$ cat config.mk
export PLATFORM = sky130hd
export DESIGN_NAME = uart_tx_sched
export DESIGN_NICKNAME = d
export VERILOG_FILES = /design/src/rtl/uart_tx_sched.sv
export SDC_FILE = /design/constraint.sdc
export NUM_CORES = 1
export LEC_CHECK = 0
export CORE_MARGIN = 2
export CORE_UTILIZATION = 43
export DETAILED_ROUTE_END_ITERATION = 12
export GPL_TIMING_DRIVEN = 0
export PLACE_DENSITY = 0.81
export SETUP_SLACK_MARGIN = 0.2
export SLEW_MARGIN = 10
export SYNTH_ARGS = -nofsm -noshare
export SYNTH_HDL_FRONTEND = slang
export SYNTH_SLANG_ARGS = --single-unit
$ cat constraint.sdc
create_clock -name sclk -period 2.5 [get_ports sclk]
set_input_delay 0.625 -clock sclk [delete_from_list [all_inputs] [get_ports sclk]]
set_output_delay 0.625 -clock sclk [all_outputs]
set_load 0.005 [all_outputs]
$ cat src/rtl/uart_tx_sched.sv
// Round-robin scheduler sharing one UART transmitter among four byte requesters.
// It issues the start strobe and byte, tracks the frame, then holds a guard gap.
//
//   state      | meaning
//   IDLE       | waiting for a pending req while the transmitter is idle
//   SEND       | one-cycle start strobe and ack to the winner
//   WAIT_START | waiting for the transmitter to raise tx_busy
//   WAIT_END   | waiting for tx_busy to fall, then one cycle of done
//   GAP        | inter-frame guard, req ignored
module uart_tx_sched #(
    parameter int unsigned GAP_CYC = 16,
    parameter int unsigned GAP_W   = 8
) (
    input  logic        sclk,
    input  logic        rst_n,
    input  logic [3:0]  req,
    input  logic [31:0] req_data,
    input  logic        tx_busy,
    output logic        po_flag,
    output logic [7:0]  po_data,
    output logic [3:0]  ack,
    output logic [3:0]  done,
    output logic [1:0]  grant_id,
    output logic        busy
);

    typedef enum logic [2:0] {
        IDLE,
        SEND,
        WAIT_START,
        WAIT_END,
        GAP
    } state_t;

    localparam int unsigned      GAP_LOAD_I = (GAP_CYC == 0) ? 0 : GAP_CYC - 1;
    localparam logic [GAP_W-1:0] GAP_LOAD   = GAP_LOAD_I[GAP_W-1:0];
    localparam logic [GAP_W-1:0] GAP_ONE    = 1;

    state_t           state, state_nxt;
    logic [GAP_W-1:0] gap_cnt, gap_nxt;
    logic             end_seen, end_nxt;
    logic [1:0]       grant_nxt;
    logic [7:0]       data_nxt;
    logic [1:0]       win, idx;
    logic             found;

    // Search starts one past the last grant and wraps.
    always_comb begin
        win   = grant_id;
        idx   = grant_id;
        found = 1'b0;
        for (int i = 1; i <= 4; i++) begin
            idx = grant_id + 2'(i);
            if (!found && req[idx]) begin
                found = 1'b1;
                win   = idx;
            end
        end
    end

    always_comb begin
        state_nxt = state;
        gap_nxt   = gap_cnt;
        end_nxt   = end_seen;
        grant_nxt = grant_id;
        data_nxt  = po_data;
        unique case (state)
            IDLE: begin
                if (found && !tx_busy) begin
                    grant_nxt = win;
                    data_nxt  = req_data[{win, 3'b000} +: 8];
                    state_nxt = SEND;
                end
            end
            SEND: state_nxt = WAIT_START;
            WAIT_START: begin
                if (tx_busy) state_nxt = WAIT_END;
            end
            WAIT_END: begin
                // First low sample arms done for one cycle; leave on the following edge.
                if (end_seen) begin
                    end_nxt = 1'b0;
                    if (GAP_CYC == 0) begin
                        state_nxt = IDLE;
                    end else begin
                        state_nxt = GAP;
                        gap_nxt   = GAP_LOAD;
                    end
                end else if (!tx_busy) begin
                    end_nxt = 1'b1;
                end
            end
            GAP: begin
                if (gap_cnt == '0) state_nxt = IDLE;
                else               gap_nxt   = gap_cnt - GAP_ONE;
            end
            default: state_nxt = IDLE;
        endcase
    end

    always_ff @(posedge sclk) begin
        if (!rst_n) begin
            state    <= IDLE;
            gap_cnt  <= '0;
            end_seen <= 1'b0;
            grant_id <= 2'd3;
            po_data  <= 8'h00;
        end else begin
            state    <= state_nxt;
            gap_cnt  <= gap_nxt;
            end_seen <= end_nxt;
            grant_id <= grant_nxt;
            po_data  <= data_nxt;
        end
    end

    assign po_flag = (state == SEND);
    assign ack     = po_flag ? (4'b0001 << grant_id) : 4'b0000;
    assign done    = (state == WAIT_END && end_seen) ? (4'b0001 << grant_id) : 4'b0000;
    assign busy    = (state != IDLE);

endmodule

======== After elaboration in Yosys (flattened, before gate mapping) ========
Index checks and enable logic that the tools add are counted.
storage, ports and cells
  bits in registers ....................... 22
  output and inout bits ................... 20
  word-level logic and storage cells ...... 68
operators by class
  $add $sub $neg .......................... 4
  magnitude comparators ................... 4
  equality and inequality tests ........... 9
  shift operators ......................... 2
  multiplexer cells ....................... 28
  reductions and logical operators ........ 16
operator list
  cell                                                  number
  indexed part select 32 x 6 -> 8 bit                   1
  2-to-1 mux 8 bit                                      2
  case mux 8 bit (2 select lines)                       1
  case mux 3 bit (5 select lines)                       1
  < comparator 2 x 3 -> 1 bit (second input constant)   4
  2-to-1 mux 3 bit                                      4
  2-to-1 mux 1 bit                                      10
  inequality test 2 bit (second input constant)         5
  binary-select mux 1 bit (select 2 bit)                4
  zero test 8 bit                                       1
  2-to-1 mux 2 bit                                      4
  2-to-1 mux 4 bit                                      2
  subtractor 8 x 1 -> 8 bit (second input constant)     1
  equality test 3 x 2 -> 1 bit (second input constant)  2
  logical AND 1 bit                                     5
  adder 2 bit (second input constant)                   2
  zero test 1 bit                                       4
  AND reduction 4 bit                                   1
  left shift 1 x 2 -> 4 bit (first input constant)      1
  equality test 3 x 1 -> 1 bit (second input constant)  1
  equality test 3 bit (second input constant)           1
  zero test 3 bit                                       1
  AND reduction 3 bit                                   1
  nonzero test 3 bit                                    1
  3 further kinds                                       3

======== Logic depth before layout (Yosys ltp) ========
  depth in word-level cells ............... 16
  mapped depth ............................ 12
  mapped depth without buffers ............ 8

======== Least setup slack after synthesis ========
No wires, ideal clock.
  kind .................................... register to register
  start point ............................. reg grant_id[0]
  end point ............................... reg po_data[4]
  setup time .............................. 0.092 ns
  arrival time ............................ 2.565 ns
  data required time ...................... 2.408 ns
  setup slack ............................. -0.158 ns
  stages on the path, launching flop included .. 11
  clock period less this slack ............ 2.658 ns
  cell sequence ........................... dfxtp_1 -> buf_6 -> inv_2 -> clkbuf_1 -> ha_1 -> mux4_2 -> nor2_2 -> mux2i_2 -> buf_6 -> nor3_1 -> o32ai_1
between the ends
  longest elaborated chain between the ends .. 15
ends and longest elaborated chain
  element                                                        RTL line  source
  from (decl)                                                    23        output logic [1:0] grant_id,
  from (signal assigned)                                         112       grant_id <= grant_nxt;
  branches (longest 15 deep; another with adder 2 x 1 -> 2 bit)  --
  to (signal assigned)                                           113       po_data <= data_nxt;
  to (decl)                                                      20        output logic [7:0] po_data,
Several ways; the timed one is not identified. The select of a mux whose other input is x is not followed.
A chain may end at the register's enable or synchronous reset.

======== Final worst setup path ========
Same ends and word-level chain as after synthesis.

==> summary.md <==
| Metric | Value |
|---|---|
| Worst Hold Margin | 0.488 ns |
| Top cell type by total area after synthesis | dfxtp_1 |
| Dominant synthesized flop cell | dfxtp_1 |
| Standard cell core area | 4350 µm² |
| CP delay by family, top | multiplexers |
| Power per cell area | 576 nW/µm² |
| DIE WIDTH | 71.1 µm |
| GRT Util Overall | 22.1% |
| Warnings, synthesis | 0 |
| Number of synthesized flops with an enable pin | 0 |
| Routed len/inst | 14.7 µm |
| Cell with the largest stage delay on the worst path | mux2i_4 |
| Max-slew violations | 0 |
| Number of buffer and inverter stages on the critical path | 4 |
| Area of the multi-input gates | 1480 µm² |
| Share of layout cells above drive strength 1 | 18.9% |
| Longest individual stage delay on the worst path | 0.40 ns |
| Status | complete, no violations |
| Hold crit path type | reg -> reg |
| Type of element launching the critical path | flip-flop |
| Wire length on met3 | 346 µm |
| Layout area overhead | 49.8% |
| Sum of net half-perimeters after detailed placement | 3.91 mm |
| Share of the synthesized area in the top cell type | 22.7% |
| Routability congestion estimate from global placement | 0.859 |
| Ys async rst share | 0% |
| 1st-pass router iterations | 4 |
| Top-count cell post-synth | nand2_1 |
| DRC violation total after the first TritonRoute iteration | 77 |
| Final critical-path required period | 2.38 ns |
| Worst-Skew Late Latency | 0.26 ns |
| Hold-fix buffer count after cts | 0 |
| Clock Pin Slew Worst Setup and Hold Paths | 0.08 ns |
| Final wirelength | 5.67 mm |
| Required time of the critical path | 2.68 ns |
| Wire length the detailed router placed on met1 | 2.39 mm |
| Highest signal layer in the routed design | met4 |
| Cells after synthesis | 257 |
| Via count of the first global-routing pass | 2037 |
| Sequential share of the synthesized area | 22.7% |
| Combined area of all synthesized cells | 1940 µm² |
| N_diodes | 0 |
| Die Ht | 71.1 µm |
| Distinct cell type count of the synthesized netlist | 48 |
| CP Data Arrival Time | 2.55 ns |
| Average instance area after synthesis | 7.54 µm² |
| Count of endpoints failing setup in the final report | 0 |
| Worst vdd rail ir drop | 0.314 mV |
| Total global routing overflow | 0 |
| Critical path endpoint category | flip-flop |
| Most area-consuming cells after synthesis | dfxtp_1 (23%), nand2_1 (9.3%), and2_1 (8.4%) |
| Number of inserted filler cells in the final layout | 382 |
| Crit-path cells | buf_8 > inv_8 > clkbuf_16 > ha_4 > mux4_2 > nor2_4 > mux2i_4 > buf_6 > nor3_1 > o32ai_1 |
| Largest driver fanout on the critical path | 7 |
| RSZ-0062 raised after global routing | true |
| Total count of hold-check failures in the final report | 0 |
| Placement-stage cell area | 2620 µm² |
| Number of nets in the final layout | 380 |
| Initial standard-cell utilization of the core | 44.5% |
| Port Buffer Count | 58 |
| Overall die area | 5060 µm² |
| Slew at the pin closest to its max-slew limit | 0.511 ns |
| Wire length of the first global-routing pass | 9.05 mm |
| Final ANT Viol Nets | 0 |
| Post-Route Skew | 0.00471 ns |
| Remaining design rule violation count | 0 |
| I/O pins | 59 |
| Clock sink count | 22 |
| Overall power consumption | 1.67 mW |
| Detailed route wirelength on metal2 | 2.77 mm |
| Final period util | 95.0% |
| Number of buffers created by CTS | 3 |
| Standard-cell row count | 24 |
| Number of antenna violations at the first check in global routing | 0 |
| Max clock buf depth | 2 |
| Worst max-slew margin expressed relative to the limit | 65.9% |
| Top cells by count, synth | nand2_1 (48), and2_1 (26), dfxtp_1 (22) |
| Reported max-cap violation count | 0 |
| Setup Crit Path Kind | reg -> reg |
| Mapped Nets | 302 |
| Share of the core filled with cells in the final layout | 66.7% |
| Maximum number of pins on one net before global-route repair | 13 |
| DR vias | 2157 |
| Leak Pwr | 1.22 nW |
| Vias per Instance | 5.59 |
| TritonCTS clock tree | yes |
| Maximum frequency from static timing analysis | 0.421 GHz |
| H-tree levels | 1 |
| Flops & latches, synth | 22 |
| Post-route design area | 2900 µm² |
| Cell at the root of the clock tree | clkbuf_8 |
| Area taken by flip-flops and latches | 447 µm² |
worst min-delay path: cells and delay by family, from the launching register on:
family          cells  cell delay, ns
compound gates      1            0.07
flops               1            0.32
simple gates        1            0.06
sequential cells by signal, indices dropped and copies added (netlist names):
register / count
po_data: 8
gap_cnt: 8
grant_id: 2
state: 3
end_seen: 1
power breakdown:
| part | internal, mW | switching [mW] |
|---|---|---|
| clock | 0.140 | 0.116 |
| sequential | 0.390 | 0.0317 |
| combinational | 0.522 | 0.470 |
layer usage:
layer	vias to the layer above	global-route usage (%)
li1	1055	-
met3	17	3.99
met4	0	9.22
met5	-	0
met2	86	38.4
met1	999	26.8
cells by family after synthesis:
group	count (synthesis)	share of synthesized area [%]
AO/OA/AOI/OAI	57	20.8
AND/OR/NAND/NOR	140	39.3
flip-flops	22	22.7
buffers and inverters	21	5.87
multiplexers	5	4.71
XOR/XNOR	6	2.71
adder cells (fa/ha/maj)	6	3.87
layout by cell type (no fill, tap or decap), drive strengths merged, types with 2 or more instances in the layout:
master         synthesis  final
o211a                  2      2
nor2                   8      8
dfxtp                 22     22
clkbuf                12     18
clkdlybuf4s50          0     49
nor2b                 18     18
o21ai                 20     20
and2                  26     26
nor3                  11     11
xor2                   4      4
a21boi                 4      4
dlymetal6s2s           0      4
nand2b                 4      4
mux4                   3      3
nand4                  2      2
a21oi                 18     18
o32ai                  8      8
nand2                 48     48
nor4bb                 2      2
buf                    5     22
nand3                  2      2
ha                     6      6
xnor2                  2      2
mux2i                  2      2
and3                   9      9
inv                    4      4
or3                    2      2
or4                    2      2
stage by stage:
step | instances | setup slack [ns] | TNS [ns]
finish | 386 | 0.125 | 0
global route | 386 | 0.0534 | 0
CTS | 383 | 0.144 | 0
detailed placement | 367 | -0.572 | -4.89
global placement | 367 | -0.524 | -4.24
floorplan | 257 | 0.177 | 0
cell type report:
cell class	count	share of cell area, %
inverters	4	0.776
repair buffers	73	23.8
plain buffers	17	4.87
multi-input cells	214	51.1
clock buffers	4	1.90
flip-flops and latches	22	15.4
well taps	52	2.24
final timing paths:
path	from	end	slack (ns)	cells past startpoint
setup / recovery	grant_id[0]$_SDFFE_PN1P_	po_data[4]$_SDFFE_PN0P_	0.12	10
hold / removal	po_data[7]$_SDFFE_PN0P_	po_data[7]$_SDFFE_PN0P_	0.49	2
setup reg to reg	grant_id[0]$_SDFFE_PN1P_	po_data[4]$_SDFFE_PN0P_	0.12	10
hold reg to reg	po_data[7]$_SDFFE_PN0P_	po_data[7]$_SDFFE_PN0P_	0.49	2
timing repair:
action / CTS / global route
resized for setup: 24 / 28
setup endpoints to repair: 19 / 18
buffers inserted: 11 / 3
cloned: 1 / 0
pin swaps: 7 / 10
Note: power is estimated with default switching activity, not from simulation.
